`src/rtl/complex_mult_pkg.sv`:
```
// Shared types and default widths for the complex multiplier arbiter slice.
package complex_mult_pkg;

  localparam int unsigned DEFAULT_DATA_WIDTH     = 8;
  localparam int unsigned DEFAULT_RES_WIDTH      = 2 * DEFAULT_DATA_WIDTH + 1;
  localparam int unsigned DEFAULT_TIMEOUT_CYCLES = 64;

  typedef enum logic [1:0] {
    ST_IDLE     = 2'd0,
    ST_ISSUE    = 2'd1,
    ST_WAIT_RES = 2'd2,
    ST_RETURN   = 2'd3
  } arb_state_t;

  typedef logic grant_id_t;

endpackage

```
`src/rtl/complex_mult_arbiter_if.sv`:
```
// Requester and multiplier handshake bundle; master is the arbiter's view, slave the environment's.
interface complex_mult_arbiter_if
  import complex_mult_pkg::*;
#(
  parameter int unsigned DATA_WIDTH = DEFAULT_DATA_WIDTH,
  parameter int unsigned RES_WIDTH  = DEFAULT_RES_WIDTH
);
  logic                  req0_op_val, req0_op_ready;
  logic [DATA_WIDTH-1:0] req0_op_1_re, req0_op_1_im, req0_op_2_re, req0_op_2_im;
  logic                  req0_res_val, req0_res_ready, req0_res_err;
  logic [RES_WIDTH-1:0]  req0_res_re, req0_res_im;

  logic                  req1_op_val, req1_op_ready;
  logic [DATA_WIDTH-1:0] req1_op_1_re, req1_op_1_im, req1_op_2_re, req1_op_2_im;
  logic                  req1_res_val, req1_res_ready, req1_res_err;
  logic [RES_WIDTH-1:0]  req1_res_re, req1_res_im;

  logic                  mult_sw_rst;
  logic                  mult_op_val, mult_op_ready;
  logic [DATA_WIDTH-1:0] mult_op_1_re, mult_op_1_im, mult_op_2_re, mult_op_2_im;
  logic                  mult_res_val, mult_res_ready;
  logic [RES_WIDTH-1:0]  mult_res_re, mult_res_im;
  logic                  timeout_err;

  modport master (
    input  req0_op_val, req0_op_1_re, req0_op_1_im, req0_op_2_re, req0_op_2_im, req0_res_ready,
    output req0_op_ready, req0_res_val, req0_res_re, req0_res_im, req0_res_err,
    input  req1_op_val, req1_op_1_re, req1_op_1_im, req1_op_2_re, req1_op_2_im, req1_res_ready,
    output req1_op_ready, req1_res_val, req1_res_re, req1_res_im, req1_res_err,
    output mult_sw_rst, mult_op_val, mult_op_1_re, mult_op_1_im, mult_op_2_re, mult_op_2_im,
    input  mult_op_ready,
    input  mult_res_val, mult_res_re, mult_res_im,
    output mult_res_ready, timeout_err
  );

  modport slave (
    output req0_op_val, req0_op_1_re, req0_op_1_im, req0_op_2_re, req0_op_2_im, req0_res_ready,
    input  req0_op_ready, req0_res_val, req0_res_re, req0_res_im, req0_res_err,
    output req1_op_val, req1_op_1_re, req1_op_1_im, req1_op_2_re, req1_op_2_im, req1_res_ready,
    input  req1_op_ready, req1_res_val, req1_res_re, req1_res_im, req1_res_err,
    input  mult_sw_rst, mult_op_val, mult_op_1_re, mult_op_1_im, mult_op_2_re, mult_op_2_im,
    output mult_op_ready,
    output mult_res_val, mult_res_re, mult_res_im,
    input  mult_res_ready, timeout_err
  );
endinterface

```
`src/rtl/complex_mult_arbiter_rr_arb2.sv`:
```
// Two-way round-robin grant: on a tie the requester not served last wins.
module rr_arb2
  import complex_mult_pkg::*;
(
  input  logic      valid0,
  input  logic      valid1,
  input  grant_id_t last_grant,
  output logic      gnt_valid,
  output grant_id_t gnt_id
);
  always_comb begin
    gnt_valid = valid0 | valid1;
    if (valid0 && valid1) gnt_id = ~last_grant;
    else                  gnt_id = valid1;
  end
endmodule

```
`src/rtl/complex_mult_arbiter.sv`:
```
// Shares one complex multiplier between two requesters, one operation in flight,
// with a result watchdog that returns a zeroed error result on timeout.
module complex_mult_arbiter
  import complex_mult_pkg::*;
#(
  parameter int unsigned DATA_WIDTH     = DEFAULT_DATA_WIDTH,
  parameter int unsigned RES_WIDTH      = DEFAULT_RES_WIDTH,
  parameter int unsigned TIMEOUT_CYCLES = DEFAULT_TIMEOUT_CYCLES
) (
  input logic                    clk,
  input logic                    rstn,
  input logic                    sw_rst,
  complex_mult_arbiter_if.master bus
);
  localparam int unsigned CNT_W = $clog2(TIMEOUT_CYCLES + 1);

  arb_state_t            state, state_nxt;
  grant_id_t             grant, last_grant, gnt_id;
  logic                  gnt_valid, res_ready_g;
  logic                  accept, take_res, timeout_hit, deliver;
  logic [CNT_W-1:0]      cnt;
  logic [DATA_WIDTH-1:0] op_1_re, op_1_im, op_2_re, op_2_im;
  logic [RES_WIDTH-1:0]  res_re, res_im;
  logic                  res_err, timeout_err;
  logic                  ret0, ret1;

  rr_arb2 u_rr (
    .valid0    (bus.req0_op_val),
    .valid1    (bus.req1_op_val),
    .last_grant(last_grant),
    .gnt_valid (gnt_valid),
    .gnt_id    (gnt_id)
  );

  assign res_ready_g = grant ? bus.req1_res_ready : bus.req0_res_ready;

  always_ff @(posedge clk or negedge rstn) begin
    if (!rstn) state <= ST_IDLE;
    else       state <= state_nxt;
  end

  always_comb begin
    state_nxt   = state;
    accept      = 1'b0;
    take_res    = 1'b0;
    timeout_hit = 1'b0;
    deliver     = 1'b0;
    unique case (state)
      ST_IDLE:     if (gnt_valid) begin accept = 1'b1; state_nxt = ST_ISSUE; end
      ST_ISSUE:    if (bus.mult_op_ready) state_nxt = ST_WAIT_RES;
      ST_WAIT_RES: begin
        // A real result on the terminal-count edge takes priority over the timeout.
        if (bus.mult_res_val) begin
          take_res  = 1'b1;
          state_nxt = ST_RETURN;
        end else if (cnt == CNT_W'(TIMEOUT_CYCLES)) begin
          timeout_hit = 1'b1;
          state_nxt   = ST_RETURN;
        end
      end
      ST_RETURN:   if (res_ready_g) begin deliver = 1'b1; state_nxt = ST_IDLE; end
      default:     state_nxt = ST_IDLE;
    endcase
    if (sw_rst) begin
      state_nxt   = ST_IDLE;
      accept      = 1'b0;
      take_res    = 1'b0;
      timeout_hit = 1'b0;
      deliver     = 1'b0;
    end
  end

  always_ff @(posedge clk or negedge rstn) begin
    if (!rstn) begin
      grant <= 1'b0; last_grant <= 1'b1; cnt <= '0;
      op_1_re <= '0; op_1_im <= '0; op_2_re <= '0; op_2_im <= '0;
      res_re <= '0; res_im <= '0; res_err <= 1'b0; timeout_err <= 1'b0;
    end else if (sw_rst) begin
      grant <= 1'b0; last_grant <= 1'b1; cnt <= '0;
      op_1_re <= '0; op_1_im <= '0; op_2_re <= '0; op_2_im <= '0;
      res_re <= '0; res_im <= '0; res_err <= 1'b0; timeout_err <= 1'b0;
    end else begin
      if (accept) begin
        grant   <= gnt_id;
        op_1_re <= gnt_id ? bus.req1_op_1_re : bus.req0_op_1_re;
        op_1_im <= gnt_id ? bus.req1_op_1_im : bus.req0_op_1_im;
        op_2_re <= gnt_id ? bus.req1_op_2_re : bus.req0_op_2_re;
        op_2_im <= gnt_id ? bus.req1_op_2_im : bus.req0_op_2_im;
      end
      if (state == ST_ISSUE)         cnt <= '0;
      else if (state == ST_WAIT_RES) cnt <= cnt + CNT_W'(1);
      if (take_res) begin
        res_re  <= bus.mult_res_re;
        res_im  <= bus.mult_res_im;
        res_err <= 1'b0;
      end else if (timeout_hit) begin
        res_re      <= '0;
        res_im      <= '0;
        res_err     <= 1'b1;
        timeout_err <= 1'b1;
      end
      if (deliver) last_grant <= grant;
    end
  end

  assign ret0 = (state == ST_RETURN) && (grant == 1'b0);
  assign ret1 = (state == ST_RETURN) && (grant == 1'b1);

  assign bus.req0_op_ready  = accept && (gnt_id == 1'b0);
  assign bus.req1_op_ready  = accept && (gnt_id == 1'b1);
  assign bus.req0_res_val   = ret0 && !sw_rst;
  assign bus.req1_res_val   = ret1 && !sw_rst;
  assign bus.req0_res_re    = ret0 ? res_re : '0;
  assign bus.req0_res_im    = ret0 ? res_im : '0;
  assign bus.req0_res_err   = ret0 ? res_err : 1'b0;
  assign bus.req1_res_re    = ret1 ? res_re : '0;
  assign bus.req1_res_im    = ret1 ? res_im : '0;
  assign bus.req1_res_err   = ret1 ? res_err : 1'b0;
  assign bus.mult_sw_rst    = sw_rst;
  assign bus.mult_op_val    = (state == ST_ISSUE) && !sw_rst;
  assign bus.mult_op_1_re   = op_1_re;
  assign bus.mult_op_1_im   = op_1_im;
  assign bus.mult_op_2_re   = op_2_re;
  assign bus.mult_op_2_im   = op_2_im;
  assign bus.mult_res_ready = (state == ST_WAIT_RES) && !sw_rst;
  assign bus.timeout_err    = timeout_err;
endmodule

```
`src/flat_wrapper.sv`:
```
// flat-port wrapper written by rule: the top's interface ports become plain ports
module complex_mult_arbiter_flat import complex_mult_pkg::*;
#(
  parameter int unsigned DATA_WIDTH     = DEFAULT_DATA_WIDTH,
  parameter int unsigned RES_WIDTH      = DEFAULT_RES_WIDTH,
  parameter int unsigned TIMEOUT_CYCLES = DEFAULT_TIMEOUT_CYCLES
)
  (clk, rstn, sw_rst, bus_req0_op_val, bus_req0_op_1_re, bus_req0_op_1_im, bus_req0_op_2_re, bus_req0_op_2_im, bus_req0_res_ready, bus_req0_op_ready, bus_req0_res_val, bus_req0_res_re, bus_req0_res_im, bus_req0_res_err, bus_req1_op_val, bus_req1_op_1_re, bus_req1_op_1_im, bus_req1_op_2_re, bus_req1_op_2_im, bus_req1_res_ready, bus_req1_op_ready, bus_req1_res_val, bus_req1_res_re, bus_req1_res_im, bus_req1_res_err, bus_mult_sw_rst, bus_mult_op_val, bus_mult_op_1_re, bus_mult_op_1_im, bus_mult_op_2_re, bus_mult_op_2_im, bus_mult_op_ready, bus_mult_res_val, bus_mult_res_re, bus_mult_res_im, bus_mult_res_ready, bus_timeout_err);
  complex_mult_arbiter_if #(.DATA_WIDTH(DATA_WIDTH), .RES_WIDTH(RES_WIDTH)) bus_i ();
  input logic clk;
  input logic rstn;
  input logic sw_rst;
  input wire logic [$bits(bus_i.req0_op_val)-1:0] bus_req0_op_val;
  input wire logic [$bits(bus_i.req0_op_1_re)-1:0] bus_req0_op_1_re;
  input wire logic [$bits(bus_i.req0_op_1_im)-1:0] bus_req0_op_1_im;
  input wire logic [$bits(bus_i.req0_op_2_re)-1:0] bus_req0_op_2_re;
  input wire logic [$bits(bus_i.req0_op_2_im)-1:0] bus_req0_op_2_im;
  input wire logic [$bits(bus_i.req0_res_ready)-1:0] bus_req0_res_ready;
  output wire logic [$bits(bus_i.req0_op_ready)-1:0] bus_req0_op_ready;
  output wire logic [$bits(bus_i.req0_res_val)-1:0] bus_req0_res_val;
  output wire logic [$bits(bus_i.req0_res_re)-1:0] bus_req0_res_re;
  output wire logic [$bits(bus_i.req0_res_im)-1:0] bus_req0_res_im;
  output wire logic [$bits(bus_i.req0_res_err)-1:0] bus_req0_res_err;
  input wire logic [$bits(bus_i.req1_op_val)-1:0] bus_req1_op_val;
  input wire logic [$bits(bus_i.req1_op_1_re)-1:0] bus_req1_op_1_re;
  input wire logic [$bits(bus_i.req1_op_1_im)-1:0] bus_req1_op_1_im;
  input wire logic [$bits(bus_i.req1_op_2_re)-1:0] bus_req1_op_2_re;
  input wire logic [$bits(bus_i.req1_op_2_im)-1:0] bus_req1_op_2_im;
  input wire logic [$bits(bus_i.req1_res_ready)-1:0] bus_req1_res_ready;
  output wire logic [$bits(bus_i.req1_op_ready)-1:0] bus_req1_op_ready;
  output wire logic [$bits(bus_i.req1_res_val)-1:0] bus_req1_res_val;
  output wire logic [$bits(bus_i.req1_res_re)-1:0] bus_req1_res_re;
  output wire logic [$bits(bus_i.req1_res_im)-1:0] bus_req1_res_im;
  output wire logic [$bits(bus_i.req1_res_err)-1:0] bus_req1_res_err;
  output wire logic [$bits(bus_i.mult_sw_rst)-1:0] bus_mult_sw_rst;
  output wire logic [$bits(bus_i.mult_op_val)-1:0] bus_mult_op_val;
  output wire logic [$bits(bus_i.mult_op_1_re)-1:0] bus_mult_op_1_re;
  output wire logic [$bits(bus_i.mult_op_1_im)-1:0] bus_mult_op_1_im;
  output wire logic [$bits(bus_i.mult_op_2_re)-1:0] bus_mult_op_2_re;
  output wire logic [$bits(bus_i.mult_op_2_im)-1:0] bus_mult_op_2_im;
  input wire logic [$bits(bus_i.mult_op_ready)-1:0] bus_mult_op_ready;
  input wire logic [$bits(bus_i.mult_res_val)-1:0] bus_mult_res_val;
  input wire logic [$bits(bus_i.mult_res_re)-1:0] bus_mult_res_re;
  input wire logic [$bits(bus_i.mult_res_im)-1:0] bus_mult_res_im;
  output wire logic [$bits(bus_i.mult_res_ready)-1:0] bus_mult_res_ready;
  output wire logic [$bits(bus_i.timeout_err)-1:0] bus_timeout_err;
  assign bus_i.req0_op_val = bus_req0_op_val;
  assign bus_i.req0_op_1_re = bus_req0_op_1_re;
  assign bus_i.req0_op_1_im = bus_req0_op_1_im;
  assign bus_i.req0_op_2_re = bus_req0_op_2_re;
  assign bus_i.req0_op_2_im = bus_req0_op_2_im;
  assign bus_i.req0_res_ready = bus_req0_res_ready;
  assign bus_req0_op_ready = bus_i.req0_op_ready;
  assign bus_req0_res_val = bus_i.req0_res_val;
  assign bus_req0_res_re = bus_i.req0_res_re;
  assign bus_req0_res_im = bus_i.req0_res_im;
  assign bus_req0_res_err = bus_i.req0_res_err;
  assign bus_i.req1_op_val = bus_req1_op_val;
  assign bus_i.req1_op_1_re = bus_req1_op_1_re;
  assign bus_i.req1_op_1_im = bus_req1_op_1_im;
  assign bus_i.req1_op_2_re = bus_req1_op_2_re;
  assign bus_i.req1_op_2_im = bus_req1_op_2_im;
  assign bus_i.req1_res_ready = bus_req1_res_ready;
  assign bus_req1_op_ready = bus_i.req1_op_ready;
  assign bus_req1_res_val = bus_i.req1_res_val;
  assign bus_req1_res_re = bus_i.req1_res_re;
  assign bus_req1_res_im = bus_i.req1_res_im;
  assign bus_req1_res_err = bus_i.req1_res_err;
  assign bus_mult_sw_rst = bus_i.mult_sw_rst;
  assign bus_mult_op_val = bus_i.mult_op_val;
  assign bus_mult_op_1_re = bus_i.mult_op_1_re;
  assign bus_mult_op_1_im = bus_i.mult_op_1_im;
  assign bus_mult_op_2_re = bus_i.mult_op_2_re;
  assign bus_mult_op_2_im = bus_i.mult_op_2_im;
  assign bus_i.mult_op_ready = bus_mult_op_ready;
  assign bus_i.mult_res_val = bus_mult_res_val;
  assign bus_i.mult_res_re = bus_mult_res_re;
  assign bus_i.mult_res_im = bus_mult_res_im;
  assign bus_mult_res_ready = bus_i.mult_res_ready;
  assign bus_timeout_err = bus_i.timeout_err;
  complex_mult_arbiter #(.DATA_WIDTH(DATA_WIDTH), .RES_WIDTH(RES_WIDTH), .TIMEOUT_CYCLES(TIMEOUT_CYCLES)) u_core (.clk(clk), .rstn(rstn), .sw_rst(sw_rst), .bus(bus_i));
endmodule
```
`config.mk`:
```
export PLATFORM = sky130hd
export DESIGN_NAME = complex_mult_arbiter_flat
export DESIGN_NICKNAME = d
export VERILOG_FILES = /design/src/rtl/complex_mult_pkg.sv /design/src/rtl/complex_mult_arbiter_if.sv /design/src/rtl/complex_mult_arbiter_rr_arb2.sv /design/src/rtl/complex_mult_arbiter.sv /design/src/flat_wrapper.sv
export SDC_FILE = /design/constraint.sdc
export NUM_CORES = 1
export LEC_CHECK = 0
export ABC_AREA = 1
export CORE_MARGIN = 10
export CORE_UTILIZATION = 40
export DETAILED_ROUTE_END_ITERATION = 10
export DONT_BUFFER_PORTS = 1
export PLACE_DENSITY_LB_ADDON = 0.25
export SLEW_MARGIN = 20
export SYNTH_ARGS = -nofsm -noshare
export SYNTH_HDL_FRONTEND = slang
export SYNTH_SLANG_ARGS = --single-unit
```
`constraint.sdc`:
```
create_clock -name clk -period 1.35 [get_ports clk]
set_input_delay 0.27 -clock clk [delete_from_list [all_inputs] [get_ports clk]]
set_output_delay 0.27 -clock clk [all_outputs]
set_load 0.02 [all_outputs]
```
Yosys cells after proc, flatten, opt, wreduce, memory -nomap -nowiden. Cells that the tools add are included.

Flip-flop bits (word level): 79. Word-level logic and storage cells: 101.

Equal/unequal tests: 9. Bitwise logic cells: 4. Add/subtract/negate cells: 1. Reductions and logical operators: 18. Muxes and demuxes: 57.

Operator list (count): 2-to-1 mux 17 bit (9); 2-to-1 mux 8 bit (12); 2-to-1 mux 1 bit (26); 2-to-1 mux 7 bit (3); 2-to-1 mux 2 bit (6); logical AND 1 bit (9); one-hot mux 2 bit (4 select lines) (1); adder 7 x 1 -> 7 bit (second input constant) (1); == test 7 bit (second input constant) (1); inequality test 3 x 2 -> 1 bit (second input constant) (2); nonzero test 2 bit (3); nonzero test 3 bit (2); == test 2 bit (second input constant) (2); inequality test 4 x 3 -> 1 bit (second input constant) (1); AND reduction 4 bit (1); inequality test 3 bit (second input constant) (1); NOT 1 bit (3); == test 2 x 1 -> 1 bit (second input constant) (1); zero test 2 bit (1); inequality test 2 bit (second input constant) (1); AND reduction 2 bit (1); zero test 1 bit (1); bitwise OR 1 bit (1).

Depth between registers and ports, before layout. Gate-level depths: netlist of the first run.

Word-level depth: 8. Depth in mapped cells: 10.

By module. A second synthesis of the first run with hierarchy kept.

Cell total of the unflattened synthesis: 544. Area total of the unflattened synthesis: 4078.9 µm².

By module, submodules not included: complex_mult_arbiter (area each 4063.9 µm², seq. area each 1978.1 µm², cells an instance 541, times used 1); rr_arb2 (area each 15.0 µm², seq. area each 0.0 µm², cells an instance 3, times used 1).

Least setup slack after synthesis of the first run. OpenSTA, ideal clock, no wires.

Path type: flip-flop to output port. From: register u_core.state[0]. To: output bus_req0_op_ready. Buffers on the path: 0. Slack: -0.230 ns. Data arrival time: 1.310 ns. Stages on the path, launching flop included: 7. Cells stage by stage: dfrtp_1 inv_1 ha_1 nand2_1 nor2_2 inv_1 nor2_1.

Cells in the longest elaborated chain, start to end: 4.

Ends and longest elaborated chain: start, declared (line complex_mult_arbiter.sv:17) `arb_state_t state, state_nxt;`; start signal, assigned (line complex_mult_arbiter.sv:39) `else state <= state_nxt;`; zero test 2 bit (line complex_mult_arbiter.sv:48) `unique case (state)`; 2-to-1 mux 1 bit (line complex_mult_arbiter.sv:48); 2-to-1 mux 1 bit (line complex_mult_arbiter.sv:64) `if (sw_rst) begin`; logical AND 1 bit (line complex_mult_arbiter.sv:109) `assign bus.req0_op_ready = accept && (gnt_id == 1'b0);`; end, declared (line flat_wrapper.sv:19) `output wire logic [$bits(bus_i.req0_op_ready)-1:0] bus_req0_op_ready;`.

Every way passes these cells.

Worst setup path after layout of the first run.
From: register u_core.state[1]. To: output bus_req0_res_re[9].

Cells in the longest elaborated chain, start to end: 3.

Ends and longest elaborated chain: == test 2 bit (line complex_mult_arbiter.sv:106) `assign ret0 = (state == ST_RETURN) && (grant == 1'b0);`; logical AND 1 bit (line complex_mult_arbiter.sv:106); 2-to-1 mux 17 bit (line complex_mult_arbiter.sv:113) `assign bus.req0_res_re = ret0 ? res_re : '0;`; end, declared (line flat_wrapper.sv:21) `output wire logic [$bits(bus_i.req0_res_re)-1:0] bus_req0_res_re;`.

Every way passes these cells.

==> results_dict.tcl, run 1 <==
set metrics [dict create \
    worstPathRequired_ns 1.08 \
    dieArea_um2 15100 \
    skew_ns 0.00937 \
    clockBufferDepth 2 \
    numCtsBuffers 9 \
    clockRootBuffer "clkbuf_8" \
    hp-class "input port to async pin" \
    cts_tree "yes" \
    crit_type "flop to primary output" \
    fin_nets 784 \
    worst_pin_slew_ns 0.304 \
    synth_flop_cell "dfrtp_1" \
    drt_iter0_drc 241 \
    ys_ff_latch 79 \
    worstSkewPairLatency_ns 0.35 \
    cts_sinks 79 \
    place_inst 764 \
    rows 37 \
    path_max_fanout 13 \
    ys_async_sr_fraction_pct 100 \
    syn_avg_cell_area_um2 7.16 \
    syn_inst 590 \
    gp_routability_congestion 0.849 \
    drive_above_1_share_pct 46.7 \
    setup_violations 152 \
    die_h_um 123 \
    die_w_um 123 \
    layout_common_cells "nand2_1 (98), dfrtp_1 (75), nor2_4 (65)" \
    hold_viol 79 \
    post_synth_num_cell_types 23 \
    outcome "complete, but fails checks" \
    slew_violations 0 \
    seq_area_frac_synth_pct 46.8 \
    grt_usage_pct 20.0 \
    grt_overflow_total 0 \
    area_growth_syn_to_layout_pct 61.2 \
    synth_area_um2 4220 \
    drtAntennaViolNets 0 \
    fin_hold_ws_ns -0.394 \
    via_per_inst 5.28 \
    path_clk_slew_ns 0.08 \
    final_common_cell "nand2_1" \
    startpoint_type "flop" \
    layout_setup_ws_ns -0.476 \
    ioPinCount 217 \
    yosys_warnings 0 \
    portBuffers 0 \
    grt_max_degree 80 \
    synth-edff-count 0 \
    cp-startpoint "u_core.state[1]" \
    start_util_pct 40.9 \
    cts_max_level 3 \
    tns_ns -46.76 \
    core-area_um2 10300 \
    vdd_drop_max_uv 707 \
    antenna_found_initial 0 \
    first_global_vias 4498 \
    final_util_pct 66.0 \
    synth_nets 703 \
    drc 0 \
    maxClockFrequency_ghz 0.548 \
    relSlewSlack_pct 79.7 \
    place_hpwl_mm 10.4 \
    power_density_nw_per_um2 1380 \
    num_antenna_cells 0 \
    power_leakage_uw 0.00288 \
    post-route-min-period_ns 1.83 \
    failed_checks "hold timing, setup timing" \
    critical_path_arrival_ns 1.56 \
    reg2reg_from "u_core.state[1]" \
    drt-wirelength-per-cell_um 19.9 \
    finalNonFillerCells 811 \
    drt_wl_total_mm 16.1 \
    grt_setup_unrepaired "true" \
    drv_cap 0 \
    dr_total_vias 4281 \
    grt_pass1_wl_mm 23.8 \
    drtPass1Iterations 5 \
    fin_crit_sh_pct 135 \
    end_kind "primary output" \
]
## sequential cells by signal, indices dropped and copies added, names as in the netlist
| register | count |
|---|---|
| u_core.res_re | 17 |
| u_core.grant | 1 |
| u_core.bus.mult_op_1_im | 8 |
| u_core.last_grant | 1 |
| u_core.cnt | 7 |
| u_core.res_im | 17 |
| u_core.res_err | 1 |
| u_core.bus.mult_op_2_re | 8 |
| u_core.state | 2 |
| u_core.bus.timeout_err | 1 |
| u_core.bus.mult_op_2_im | 8 |
| u_core.bus.mult_op_1_re | 8 |
## power by group
part | internal, uW | switching [uW] | leakage (uW)
Combinational | 1730 | 2050 | 0.00169
Sequential | 2790 | 680 | 0.00107
Clock | 1320 | 850 | 0.000123
## routing by layer
metal | routed length, um | vias up | share of wire, % | track usage, %
met4 | 218 | 0 | 1.4 | 7.44
li1 | - | 1997 | - | -
met1 | 6000 | 2047 | 37 | 21.9
met3 | 1690 | 21 | 10 | 6.93
met5 | 0 | - | 0 | 0
met2 | 8240 | 216 | 51 | 35.0
## cells by family (layout without fill, tap and decap cells)
family | Yosys count | after routing | synth area share (%)
adders and majority gates | 6 | 6 | 1.78
buffers and inverters | 88 | 173 | 8.36
AOI/OAI and AO/OA | 42 | 42 | 5.16
xor gates and xnor gates | 1 | 1 | 0.207
and+or+nand+nor | 374 | 374 | 37.7
DFF | 79 | 79 | 46.8
## cell usage after synthesis, drive strengths merged, types with 6 or more instances
cell,instances,share of area (%)
clkbuf,20,1.8
nand2,140,12
ha,6,1.8
o21ai,39,4.7
nand3,78,9.2
buf,13,1.7
dfrtp,78,46
inv,55,4.9
or2,32,4.7
nor2,122,11
## timing repair
item / CTS / global route
pin swaps: 25 / 20
setup endpoints to repair: 154 / 154
gates resized for setup: 191 / 69
endpoints found under the hold margin: 79 / 79
setup buffers: 23 / 7
cloned: 13 / 1
## cell type report
cell class | count | area, um2
Clock inverter | 3 | 90.1
Multi-Input combinational cell | 423 | 2790
Sequential cell | 79 | 1980
Timing Repair Buffer | 103 | 1400
Clock buffer | 12 | 155
Fill cell | 829 | 3510
Inverter | 55 | 219
Tap cell | 136 | 170
## per-stage QoR
stage	area [um2]	hold slack, ns	power (uW)	setup slack (ns)
after floorplan	4720	-0.0256	4950	-0.0441
after global placement	5270	-0.0219	5570	-0.158
after detailed placement	5270	-0.0222	5640	-0.184
after CTS	6640	-0.412	9410	-0.456
after global routing	6810	-0.409	9880	-0.510
final	6810	-0.394	9420	-0.476
## path summary, 6_finish.rpt
path	to	slack [ns]	depth (start not counted)
max in group asynchronous	u_core.last_grant	1.53	0
min	u_core.res_im[0]	-0.39	0
max reg2reg	u_core.bus.mult_op_2_im[7]	-0.33	11
min reg2reg	u_core.res_im[13]	0.48	2
max	bus_req0_res_re[9]	-0.48	5
min in group clk	u_core.res_im[4]	0.04	2
## critical path, stage by stage (launching register included)
cell     delay (ns)
dfrtp_2        0.43
ha_4           0.22
nand2_8        0.10
buf_16         0.18
nor2_2         0.13
buf_6          0.13
Note: power is estimated with default switching activity, not from simulation.
==> inputs of run 2 (changes only) <==
CAP_MARGIN = 20   (was not set)
==> results of run 2 <==
The final DEF is identical to that of run 1; final timing and power are the same.
